[src/rtl/decode_hazard_stage.sv]
// decode_hazard_stage: instruction decode with valid/ready handshake and RAW/WAW scoreboard (DECODE_FORWARD_EN relaxes busy to cnt > 1)
module decode_hazard_stage #(
  parameter int OPCODE_W   = 7,
  parameter int PRIM_W     = 5,
  parameter int SEC_W      = 16,
  parameter int WB_LATENCY = 3
) (
  input  logic                clock_i,
  input  logic                reset_i,
  input  logic                valid_i,
  output logic                ready_o,
  input  logic                isBranch_i,
  input  logic                instructionFormat_i,
  input  logic [OPCODE_W-1:0] opcode_i,
  input  logic [PRIM_W-1:0]   primOperand_i,
  input  logic [SEC_W-1:0]    secOperand_i,
  output logic                valid_o,
  input  logic                ready_i,
  output logic [OPCODE_W-1:0] opcode_o,
  output logic [PRIM_W-1:0]   primOperand_o,
  output logic [SEC_W-1:0]    secOperand_o,
  output logic [1:0]          functionType_o,
  output logic                pRead_o,
  output logic                pWrite_o,
  output logic                sRead_o,
  output logic                illegal_o,
  output logic                stall_o
);
  localparam int NUM_REGS = 2 ** PRIM_W;
  localparam int CNT_W = $clog2(WB_LATENCY + 1);

  logic [CNT_W-1:0] cnt [NUM_REGS];
  logic is_nop, is_arith, is_ld, is_st, is_br, is_rf, legal;
  logic d_pread, d_pwrite, d_sread;
  logic [1:0] d_type;
  logic busy_p, busy_s, hazard, advance, accept;
  logic [PRIM_W-1:0] sec_reg;

  assign is_nop   = opcode_i == '0;
  assign is_arith = opcode_i >= OPCODE_W'(1) && opcode_i <= OPCODE_W'(3);
  assign is_ld    = opcode_i == OPCODE_W'(4) || opcode_i == OPCODE_W'(5);
  assign is_st    = opcode_i == OPCODE_W'(6);
  assign is_br    = opcode_i >= OPCODE_W'(7) && opcode_i <= OPCODE_W'(10);
  assign is_rf    = opcode_i >= OPCODE_W'(11) && opcode_i <= OPCODE_W'(14);
  assign legal    = isBranch_i ? is_br : (is_nop | is_arith | is_ld | is_st | is_rf);

  // decode flags and function type; illegal opcodes collapse to a flagged nop
  always_comb begin
    d_pread  = legal & (is_arith | is_st | is_br);
    d_pwrite = legal & (is_arith | is_ld);
    d_sread  = legal & ~instructionFormat_i & (is_arith | is_ld | is_st | is_br);
    d_type   = ~legal ? 2'd0 : is_br ? 2'd2 : is_rf ? 2'd3 : (is_ld | is_st) ? 2'd1 : 2'd0;
  end

  assign sec_reg = secOperand_i[PRIM_W-1:0];
`ifdef DECODE_FORWARD_EN
  assign busy_p = cnt[primOperand_i] > CNT_W'(1);
  assign busy_s = cnt[sec_reg] > CNT_W'(1);
`else
  assign busy_p = cnt[primOperand_i] != '0;
  assign busy_s = cnt[sec_reg] != '0;
`endif

  assign hazard  = valid_i & ((d_pread & busy_p) | (d_sread & busy_s) | (d_pwrite & busy_p));
  assign stall_o = hazard & valid_i;
  assign advance = ~valid_o | ready_i;
  assign ready_o = advance & ~hazard & ~reset_i;
  assign accept  = valid_i & ready_o;

  // output register: load on accept, drop valid when advancing without a new instruction
  always_ff @(posedge clock_i) begin
    if (reset_i) begin
      valid_o        <= 1'b0;
      opcode_o       <= '0;
      primOperand_o  <= '0;
      secOperand_o   <= '0;
      functionType_o <= '0;
      pRead_o        <= 1'b0;
      pWrite_o       <= 1'b0;
      sRead_o        <= 1'b0;
      illegal_o      <= 1'b0;
    end else if (accept) begin
      valid_o        <= 1'b1;
      opcode_o       <= opcode_i;
      primOperand_o  <= primOperand_i;
      secOperand_o   <= secOperand_i;
      functionType_o <= d_type;
      pRead_o        <= d_pread;
      pWrite_o       <= d_pwrite;
      sRead_o        <= d_sread;
      illegal_o      <= ~legal;
    end else if (advance) begin
      valid_o <= 1'b0;
    end
  end

  // scoreboard: a new writer reloads its counter, others count down only while the pipe advances
  always_ff @(posedge clock_i) begin
    for (int i = 0; i < NUM_REGS; i++) begin
      if (reset_i)
        cnt[i] <= '0;
      else if (accept && d_pwrite && primOperand_i == PRIM_W'(i))
        cnt[i] <= CNT_W'(WB_LATENCY);
      else if (advance && cnt[i] != '0)
        cnt[i] <= cnt[i] - 1'b1;
    end
  end
endmodule
[config.mk]
export PLATFORM = sky130hd
export DESIGN_NAME = decode_hazard_stage
export DESIGN_NICKNAME = d
export VERILOG_FILES = /design/src/rtl/decode_hazard_stage.sv
export SDC_FILE = /design/constraint.sdc
export NUM_CORES = 1
export LEC_CHECK = 0
export ABC_AREA = 1
export CORE_MARGIN = 5
export CORE_UTILIZATION = 29
export CTS_BUF_LIST = sky130_fd_sc_hd__clkbuf_8
export CTS_CLUSTER_SIZE = 40
export DETAILED_ROUTE_END_ITERATION = 8
export MAX_ROUTING_LAYER = met4
export PLACE_DENSITY = 0.52
export RECOVER_POWER = 100
export SKIP_LAST_GASP = 1
export SYNTH_ARGS = -nofsm -noshare
export SYNTH_HDL_FRONTEND = slang
export SYNTH_SLANG_ARGS = --single-unit
[constraint.sdc]
create_clock -name clock_i -period 3.9 [get_ports clock_i]
set_input_delay 1.17 -clock clock_i [delete_from_list [all_inputs] [get_ports clock_i]]
set_output_delay 1.17 -clock clock_i [all_outputs]
set_load 0.005 [all_outputs]
# Yosys cells after proc, flatten, opt, wreduce, memory -nomap -nowiden
# Memory sizes are Yosys's and may differ from the RTL's.
# Index checks and enable logic that the tools add are counted.
# word_totals
in_bits	34
mem_bits_rw	64
mem_count	1
register_bits	35
elab_cells	579
output_inout_bits	37
# op_classes
add_sub_neg	32
muxes	297
n_eq_ne	34
bitwise_logic	94
order_cmp	6
n_reduce_logical	106
# memory_table
memory	words	width	read_ports	rd_clocked_by_memory_dff	wr	line	source
cnt	32	2	34	0	32	32	logic [CNT_W-1:0] cnt [NUM_REGS];
# op_table
operator	n
1-bit 2-to-1 mux	230
2-bit 2-to-1 mux	67
5-bit equality test, second input constant	16
1-bit OR	77
2-bit nonzero test	35
1-bit logical AND	68
2-bit by 1-bit subtractor with 2-bit output, second input constant	32
5-bit by 4-bit equality test with 1-bit output, second input constant	8
7-bit by 3-bit equality test with 1-bit output, second input constant	3
5-bit by 3-bit equality test with 1-bit output, second input constant	4
7-bit by 4-bit <= comparator with 1-bit output, second input constant	2
1-bit bitwise AND	12
5-bit by 2-bit equality test with 1-bit output, second input constant	2
7-bit by 1-bit greater-or-equal comparator with 1-bit output, second input constant	1
7-bit by 3-bit greater-or-equal comparator with 1-bit output, second input constant	1
7-bit by 4-bit greater-or-equal comparator with 1-bit output, second input constant	1
7-bit by 2-bit <= comparator with 1-bit output, second input constant	1
7-bit logical NOT	1
5-bit by 1-bit equality test with 1-bit output, second input constant	1
5-bit logical NOT	1
1-bit NOT	5
1-bit logical OR	1

# Logic depth before layout (Yosys ltp)
# Gate-level depths: netlist (run 1).
# depth
word_depth	24
depth_mapped	16
ltp_nobuf	15

# Least setup slack after synthesis (run 1)
# No wires, ideal clock.
# synth_timing
path_type	input port to output port
from	input secOperand_i[1]
to	output ready_o
slack_ns	0.293
t_required_ns	2.730
arrival_ns	2.437
cell_stages	12
n_path_buf	2
cell_sequence	buf_4 -> inv_1 -> buf_2 -> o21ai_0 -> nand3_1 -> nand3_1 -> nand3_1 -> nand2_1 -> nand2_1 -> nand3_1 -> a21boi_0 -> nor2_1
# synth_via
elab_chain_len	9
# synth_rtl
element	line	source
from (decl)	16	input logic [SEC_W-1:0] secOperand_i,
memory 32 x 2 bit	--	
2-bit nonzero test	61	assign busy_s = cnt[sec_reg] != '0;
1-bit bitwise AND	64	assign hazard = valid_i & ((d_pread & busy_p) | (d_sread & busy_s) | (d_pwrite & busy_p));
1-bit OR (2 in series)	64	
1-bit bitwise AND	64	
1-bit NOT	67	assign ready_o = advance & ~hazard & ~reset_i;
1-bit bitwise AND (2 in series)	67	
to (decl)	11	output logic ready_o,
# No other way between the ends.

# Worst setup path in the final report (run 1)
# layout_timing
from	input secOperand_i[2]
to	output ready_o
# Same word-level chain as after synthesis.

==> results of run 1 <==
-- state kept, by name, summed over array words and instances (netlist names) --
| signal | cells |
|---|---|
| primOperand_o | 5 |
| cnt | 64 |
| secOperand_o | 16 |
| valid_o | 1 |
| sRead_o | 1 |
| opcode_o | 7 |
| pWrite_o | 1 |
| pRead_o | 1 |
| illegal_o | 1 |
| functionType_o | 2 |
-- routing by layer --
layer,vias to the layer above,track usage (%),part of all wire (%)
met2,75,24.5,49
met5,-,-,0
met3,16,2.14,2.9
met4,0,4.49,1.5
met1,2399,19.8,47
li1,2639,-,-
-- kinds of logic after synthesis --
group | after synthesis
compound gates | 155
fa+ha+maj | 32
simple gates | 296
flops | 99
buf+inv | 118
-- power groups by stage --
stage / registers, mW / clock network (mW) / logic (mW)
after global routing: 1.39 / 0.758 / 0.769
final: 1.37 / 0.702 / 0.664
after global placement: 1.40 / 0 / 0.662
after floorplan: 1.37 / 0 / 0.415
after detailed placement: 1.40 / 0 / 0.666
after CTS: 1.38 / 0.721 / 0.677
-- area by class of cell --
cell class                 instances  area, um2  area share, %
clock inverter                     7       76.3           1.03
multi-input combinational        483       2660           36.1
timing repair buffer             143       1230           16.7
tap                              265        332           4.49
sequential                        99       2620           35.5
clock buffer                       9        124           1.68
inverter                          89        334           4.53
-- worst min path at each step --
stage | end | slack [ns] | depth (start not counted)
4_1_cts | secOperand_o[9]$_SDFFE_PP0N_ | 0.47 | 2
3_5_place_dp | functionType_o[0]$_SDFFE_PP0N_ | 0.46 | 2
2_1_floorplan | functionType_o[0]$_SDFFE_PP0N_ | 0.46 | 2
3_3_place_gp | secOperand_o[8]$_SDFFE_PP0N_ | 0.45 | 2
6_report | secOperand_o[9]$_SDFFE_PP0N_ | 0.47 | 2
5_1_grt | opcode_o[4]$_SDFFE_PP0N_ | 0.49 | 2
-- synth_stat cells --
cell type,count
o21ai_0,101
clkbuf_1,13
o21ai_1,4
a21oi_1,44
o211ai_1,2
o31ai_1,1
a21boi_0,1
nand4_1,31
ha_1,32
buf_4,2
inv_2,3
nor2_1,46
nor4_1,1
nand2_1,116
dfxtp_1,35
nand3_2,1
nor2_4,3
nand4_2,2
edfxtp_1,64
nand2_2,2
o21a_1,2
buf_6,5
buf_2,8
buf_1,1
or2_2,32
nand3b_1,1
nand4_4,1
inv_1,83
nand3_1,59
clkinv_1,3
nor2_2,1
-- cell usage in the layout, fill, tap and decap left out, drive strengths merged --
cell	n
nand3b	1
edfxtp	64
or2	32
clkdlybuf4s50	20
a21oi	44
o31ai	1
clkinvlp	3
o21a	2
buf	74
clkdlybuf4s15	1
nor4	1
nand3	60
dlygate4sd2	5
dfxtp	35
nand4	34
nand2	118
inv	88
o21ai	105
ha	32
dlygate4sd3	35
clkinv	4
clkbuf	17
a21boi	1
o211ai	2
nor2	50
bufinv	1
-- repair_timing --
item                       4_1_cts  5_1_grt
cloned                           0        0
hold buffers                     0        0
buffers inserted                 5        1
pin swaps                       14       10
gates resized for setup         57       15
setup endpoints to repair        2        2
-- critical path, cell delays in order --
cell	delay, ns
clkdlybuf4s50_1	0.53
buf_6	0.14
nand3_1	0.08
nand3_1	0.12
nand2_2	0.07
nand2_1	0.07
nand3_2	0.08
a21boi_2	0.19
nor2_1	0.05
buf_2	0.12
-- through the flow --
step	setup WS [ns]	power, mW	std cells	instance area (um2)
final	0.0951	2.74	1095	7380
after global routing	-0.00274	2.92	1095	7380
after global placement	-0.826	2.06	1074	7160
after CTS	0.00122	2.77	1095	7430
after floorplan	0.293	1.78	700	5730
after detailed placement	-0.810	2.07	1074	7160
==> run metrics, run 1 <==
Slew Viols, Final=0; clk_skew=~0.016 ns; Worst Reg-to-Reg Cells=14; initial antenna violation count=0; sw power=a little under 900 uW; largest family of logic cells by synthesized area=simple AND/OR/NAND/NOR gates; DRT Pass-1 Iters=7; Seq/Total Area, Yosys=a little under half; worst-skew pair later-pin latency=slightly below 0.4 ns; fill count=a little over 2000; final hold slack=between 0.4 and 0.5 ns; WL final=~17000 um; DR WL/cell=around 15 um; initial core utilization=29.5%; DR DRC count=0; die area=0.0227 mm2; #FFs+latches synth=99; floorplan row count=51; Synth Area in Simple Gates=24.8%; RR Endpoint=cnt[1][0]$_DFFE_PP_; Pwr Density=371 mW/mm2; sw frac=between 30% and 40%; Flop pwr share=between 50% and 60%; Netlist Area Pre-Place=between 0.005 and 0.006 mm2; DRT iter0 DRCs=roughly 320; Synth Area in Compound Gates=13.8%; Comb power frac=between 20% and 30%; multiplexer share of the synthesized area=0%; Worst Setup SP=secOperand_i[2]; Placer Congestion=0.879; hold path startpoint=secOperand_o[9]$_SDFFE_PP0N_; Total GRT Usage=~15%; Syn Inst Count=700; Critical Path Fanout Max=4; total grt overflow=0; total CTS buffers=9; Clk pwr share=25.6%; Die W=between 150 and 200 um; cell-internal power=1.87 mW; sum of negative setup slack=0 ns; Netlist cell types=31; post-synthesis adder-cell area fraction=approximately 7%; startpoint types=input pin; Max transition margin=~46%; largest net degree at the start of global routing=42; Post-DP HPWL=approximately 12000 um; CTS sink cnt=99; Peak VDD IR=about 0.00015 V; data required time of the worst path=approximately 2.7 ns; Die Span Y=~150 um; # diodes=0; highest clock rate=about 260 MHz; Pleak=~3.2 nW; Final Hold Fails=0; CTS root buf=clkbuf_8; routed vias=between 5000 and 6000; CTS tree=yes; vias in the first global route=between 4000 and 5000; port buffer count=70; Reg2Reg Setup Slack=0.85 ns; FF-to-FF Start=cnt[12][0]$_DFFE_PP_; top post-synthesis cells by area=edfxtp_1 34%, dfxtp_1 12%, o21ai_0 8.8%, nand2_1 7.6%, ha_1 7.0%; Area Growth Syn to Fin=28.8%; fraction of final layout cells sized beyond drive strength 1=around a fifth; Ports=a little over 70; first-pass GRT wire length=approximately 26000 um; minimum clock period=roughly 3.8 ns; Tcrit/Tclk final=between 90% and 100%; Yosys warnings=0; share of the synthesized area in the top cell type=roughly a third; Final nets=around 890; Core Area=slightly below 0.02 mm2; outcome=finished clean; vias per cell=around 4.7; Reg clk slew, reported paths=~0.11 ns; Critical Path AT=roughly 2.6 ns; post-synth net total=766; Finish-stage setup viols=0; Slew @ Worst Pin=a little over 0.8 ns; endpoint class of the critical path=primary output; synthesized area per cell=8.19 um2; CP endpoint=ready_o; cell taking the most area after synthesis=edfxtp_1; crit path kind=in -> out; ANT nets after route=0; HP Class=reg -> reg; Max-cap violations=0; H-tree lvl count=3; CTS max path bufs=2; xor-xnor portion of the synthesized cell area=0%; Util after Layout=37.9%
(Power assumes the default switching activity.)
==> run 2, diff against run 1 <==
--- a/config.mk
+++ b/config.mk
@@ -6,6 +6,7 @@
 export NUM_CORES = 1
 export LEC_CHECK = 0
 export ABC_AREA = 1
+export CAP_MARGIN = 0
 export CORE_MARGIN = 5
 export CORE_UTILIZATION = 29
 export CTS_BUF_LIST = sky130_fd_sc_hd__clkbuf_8
==> constraint.sdc (replaced) <==
create_clock -name clock_i -period 3.9 [get_ports clock_i]
set_input_delay 0.39 -clock clock_i [delete_from_list [all_inputs] [get_ports clock_i]]
set_output_delay 0.39 -clock clock_i [all_outputs]
set_load 0.005 [all_outputs]
==> run metrics, run 2 (synthesis results as in run 1) <==
Placer Congestion=approximately 0.83; hold buffer count at CTS=0; fraction of final layout cells sized beyond drive strength 1=8.70%; most frequent cells in the layout=116 x nand2_1, 103 x o21ai_0, 85 x inv_1; Total GRT Usage=15.5%; routed vias=4976; crit path kind=in -> reg; Max transition margin=24.8%; multi-input combinational cell area=around 0.0026 mm2; CTS sink cnt=99; FF-to-FF Start=cnt[19][0]$_DFFE_PP_; total CTS buffers=9; Hold Path Sink=pRead_o$_SDFFE_PP0N_; Reg2Reg Setup Slack=approximately 0.75 ns; fill count=around 2100; Worst Reg-to-Reg Cells=11; commonest non-fill, non-tap cell in the layout=nand2_1; DRT iter0 DRCs=338; Final nets=between 800 and 900; endpoint class of the critical path=register; outcome=finished clean; Peak VDD IR=between 0.0001 and 0.00015 V; Pwr Density=between 300 and 400 mW/mm2; highest clock rate=between 200 and 300 MHz; Worst Setup SP=primOperand_i[0]; floorplan row count=51; Pleak=approximately 2.9 nW; largest net degree at the start of global routing=42; DRT Pass-1 Iters=8; Slew Viols, Final=0; storage element area=roughly 0.0026 mm2; Placed Area=around 0.0067 mm2; Hold Path Depth=2; total grt overflow=0; final hold slack=roughly 0.46 ns; CTS resizes=0; ANT nets after route=0; vias per cell=4.81; port buffer count=70; worst-skew pair later-pin latency=0.38 ns; Top Registers=cnt x64, secOperand_o x16, opcode_o x7; Ports=71; CTS tree=yes; Critical Path Fanout Max=17; first-pass GRT wire length=between 20000 and 30000 um; CTS root buf=clkbuf_8; Area Growth Syn to Fin=19.2%; HP Class=reg -> reg; Critical Path AT=around 3.6 ns; die area=0.0227 mm2; sum of negative setup slack=0 ns; Max-cap violations=0; clk_skew=between 0.01 and 0.015 ns; Final Hold Fails=0; Reg clk slew, reported paths=~0.090 ns; Die Span Y=approximately 150 um; minimum clock period=~3.5 ns; # diodes=0; fin area=about 0.0068 mm2; Tcrit/Tclk final=approximately nine tenths; H-tree lvl count=3; Die W=about 150 um; Post-DP HPWL=~12000 um; CTS max path bufs=2; Finish-stage setup viols=0; initial antenna violation count=0; Largest Register=cnt; post-CTS setup buffers=0; startpoint types=input pin; initial core utilization=29.5%; hold path startpoint=pRead_o$_SDFFE_PP0N_; data required time of the worst path=slightly below 4 ns; RR Endpoint=cnt[18][0]$_DFFE_PP_; Largest register FFs=64; DR DRC count=0; DR WL/cell=roughly 16 um; vias in the first global route=4758; Core Area=a little under 0.02 mm2; WL final=around 17000 um; RSZ-0062 raised after global routing=false; Slew @ Worst Pin=about 1.1 ns
## run 2: cell count changes in the layout (fill, tap and decap cells not counted), moves of 4 or more
| cell | previous run | this run |
|---|---|---|
| buf_4 | 62 | 11 |
| clkdlybuf4s50_1 | 20 | 32 |
| clkbuf_2 | 4 | 0 |
| buf_2 | 6 | 0 |
| inv_1 | 79 | 85 |
| inv_2 | 7 | 3 |
| dlygate4sd2_1 | 5 | 0 |
| nand3_2 | 6 | 1 |
| nand2_1 | 112 | 116 |
| nand3_1 | 53 | 59 |
## run 2: cell type report
class	instances	share of cell area (%)
clock buffer	9	1.81
clock inverter	7	0.550
inverter	89	4.89
multi-input combinational	483	37.7
sequential	99	38.4
tap	265	4.85
timing repair buffer	83	11.8
## run 2: per-layer routing
| metal | GRT usage (%) | part of all wire [%] | vias to the layer above |
|---|---|---|---|
| met4 | 5.58 | 1.9 | 0 |
| li1 | - | - | 2528 |
| met3 | 1.72 | 3.8 | 19 |
| met2 | 25.0 | 49 | 98 |
| met1 | 20.1 | 45 | 2331 |
| met5 | - | 0 | - |
## run 2: worst max-delay path: stages
cell	delay, ns
dlygate4sd3_1	0.62
inv_1	0.13
nor2_1	0.05
buf_4	0.21
o21ai_0	0.10
nand2_1	0.09
nor2_1	0.10
nor2_1	0.05
nor2_1	0.11
nand3_1	0.13
nand3_2	0.10
nand4_1	0.23
nor2_2	0.75
nand4_1	0.33
nand3_1	0.20
## run 2: power breakdown
part / leakage, nW / switching, mW / total (mW) / internal (mW)
combinational: 1.84 / 0.368 / 0.618 / 0.250
sequential: 0.965 / 0.0881 / 1.38 / 1.29
clock: 0.0890 / 0.368 / 0.592 / 0.225
total: 2.89 / 0.824 / 2.59 / 1.76
## run 2: how the worst max path moves through the flow
stage / endpoint / slack, ns / depth (start not counted)
floorplan: cnt[24][0]$_DFFE_PP_ / 1.66 / 15
global placement: stall_o / 0.47 / 13
detailed placement: stall_o / 0.47 / 13
CTS: stall_o / 0.48 / 13
global route: cnt[18][0]$_DFFE_PP_ / 0.18 / 15
finish: cnt[18][0]$_DFFE_PP_ / 0.38 / 15
## run 2: metrics by stage
stage | utilization, % | total power, mW | setup slack [ns] | instances
floorplan | - | 1.78 | 1.66 | 700
global placement | 34.5 | 2.02 | 0.471 | 1019
detailed placement | 34.5 | 2.03 | 0.472 | 1019
CTS | 35.3 | 2.63 | 0.480 | 1035
global route | 35.1 | 2.78 | 0.177 | 1035
finish | 35.1 | 2.59 | 0.379 | 1035
==> run 3, diff against run 2 <==
==> constraint.sdc (replaced) <==
create_clock -name clock_i -period 3.7 [get_ports clock_i]
set_input_delay 0.37 -clock clock_i [delete_from_list [all_inputs] [get_ports clock_i]]
set_output_delay 0.37 -clock clock_i [all_outputs]
set_load 0.005 [all_outputs]
==> run metrics, run 3 (synthesis results as in run 1) <==
Clk pwr share=25.6%; Peak VDD IR=about 0.00015 V; Final Hold Fails=0; Slowest-stage cell, CP=dlygate4sd3_1; Top Family by Delay on Critical Path=buffers and inverters; port buffer count=70; initial core utilization=about 30%; met1 WL=between 7000 and 8000 um; Slew @ Worst Pin=around 1.1 ns; startpoint types=input pin; met2 WL post-DR=7930 um; H-tree lvl count=3; sw power=between 800 and 900 uW; Comb power frac=a little under a quarter; floorplan row count=just over 50; DR DRC count=0; vias in the first global route=around 4600; total grt overflow=0; Core Area=between 0.015 and 0.02 mm2; crit-path cells=dlygate4sd3_1 -> inv_1 -> nor2_1 -> buf_4 -> o21ai_0 -> nand2_1 -> nor2_1 -> nor2_1 -> nor2_1 -> nand3_1 -> nand3_2 -> a21boi_0 -> dlygate4sd3_1; CTS resizes=0; largest stage delay on the critical path=0.64 ns; Area Growth Syn to Fin=20.6%; sum of negative setup slack=0 ns; clk_skew=0.0135 ns; CTS sink cnt=just under 100; sw frac=a little under a third; largest net degree at the start of global routing=between 40 and 50; Tcrit/Tclk final=between 90 and 100%; Placer Congestion=0.841; ANT nets after route=0; DRT iter0 DRCs=approximately 270; DRT Pass-1 Iters=5; Largest register FFs=64; Placed Area=slightly below 0.007 mm2; routed vias=around 4900; fill count=approximately 2000; worst-skew pair later-pin latency=a little under 0.4 ns; crit path kind=in -> out; WL final=16300 um; DR WL/cell=~16 um; Reg2Reg Setup Slack=about 1 ns; minimum clock period=roughly 3.4 ns; CTS max path bufs=2; Die W=about 150 um; outcome=finished clean; endpoint class of the critical path=primary output; vias per cell=4.76; Critical Path Fanout Max=14; post-CTS setup buffers=0; data required time of the worst path=3.33 ns; Pleak=a little under 3 nW; first-pass GRT wire length=25400 um; most frequent cells in the layout=116 x nand2_1, 103 x o21ai_0, 84 x inv_1; HP Class=reg -> reg; Slew Viols, Final=0; die area=0.0227 mm2; Reg clk slew, reported paths=about 0.090 ns; Die Span Y=approximately 150 um; highest clock rate=slightly below 300 MHz; Max transition margin=about 26%; Max-cap violations=0; Ports=71; fraction of final layout cells sized beyond drive strength 1=under 10%; Critical Path AT=around 3.1 ns; Pwr Density=roughly 400 mW/mm2; RSZ-0062 raised after global routing=false; fin area=0.00691 mm2; hold buffer count at CTS=0; Flop pwr share=51.3%; Top Registers=cnt x64, secOperand_o x16, opcode_o x7; most frequent CP cell=nor2_1; highest routed layer=met4; commonest non-fill, non-tap cell in the layout=nand2_1; initial antenna violation count=0; # diodes=0; CTS tree=yes; met3 wire length=roughly 450 um; Total GRT Usage=approximately 15%; CTS root buf=clkbuf_8; Buf/Inv on CP=4; Finish-stage setup viols=0; total CTS buffers=9; Largest Register=cnt; cell-internal power=just under 2 mW; Final nets=approximately 830; Post-DP HPWL=roughly 12000 um
==> run 3: tightest hold or removal path: cells and delay by family, from the launching register on <==
kind | cells | cell delay, ns
AND/OR/NAND/NOR | 1 | 0.06
flip-flops | 1 | 0.32
AO/OA/AOI/OAI | 1 | 0.05
==> run 3: power groups by stage <==
| stage | clock network (mW) | registers [mW] | logic (mW) |
|---|---|---|---|
| floorplan | 0 | 1.44 | 0.437 |
| global placement | 0 | 1.47 | 0.657 |
| detailed placement | 0 | 1.47 | 0.663 |
| CTS | 0.756 | 1.45 | 0.668 |
| global route | 0.789 | 1.47 | 0.756 |
| finish | 0.722 | 1.45 | 0.653 |
==> run 3: layer usage <==
layer / up-vias / GRT usage (%)
met5: - / -
met4: 0 / 5.49
met3: 23 / 1.66
met2: 74 / 24.1
met1: 2311 / 19.6
li1: 2530 / -
==> run 3: layout make-up <==
cell class / count / area (um2) / share of cell area (%)
clock buffers: 10 / 138 / 1.99
clock inverters: 6 / 56.3 / 0.815
inverters: 89 / 334 / 4.83
multi-input cells: 483 / 2600 / 37.6
flip-flops and latches: 99 / 2620 / 38.0
well taps: 265 / 332 / 4.80
repair buffers: 86 / 830 / 12.0
==> run 3: final timing paths <==
path,start,end,depth (start not counted)
max reg2reg,cnt[16][0]$_SDFFCE_PN0P_,functionType_o[1]$_SDFFE_PP0N_,12
max,primOperand_i[0],stall_o,13
min,opcode_o[5]$_SDFFE_PP0N_,opcode_o[5]$_SDFFE_PP0N_,2
min reg2reg,opcode_o[5]$_SDFFE_PP0N_,opcode_o[5]$_SDFFE_PP0N_,2
==> run 3: through the flow <==
step,cells,utilization (%),setup WS (ns),hold WS [ns],total power [mW]
final,1038,35.5,0.284,0.467,2.82
after global routing,1038,35.5,0.120,0.486,3.01
after CTS,1038,35.6,0.381,0.475,2.87
after detailed placement,1022,34.6,0.381,0.457,2.14
after global placement,1022,34.6,0.300,0.453,2.13
after floorplan,700,-,1.48,0.461,1.88
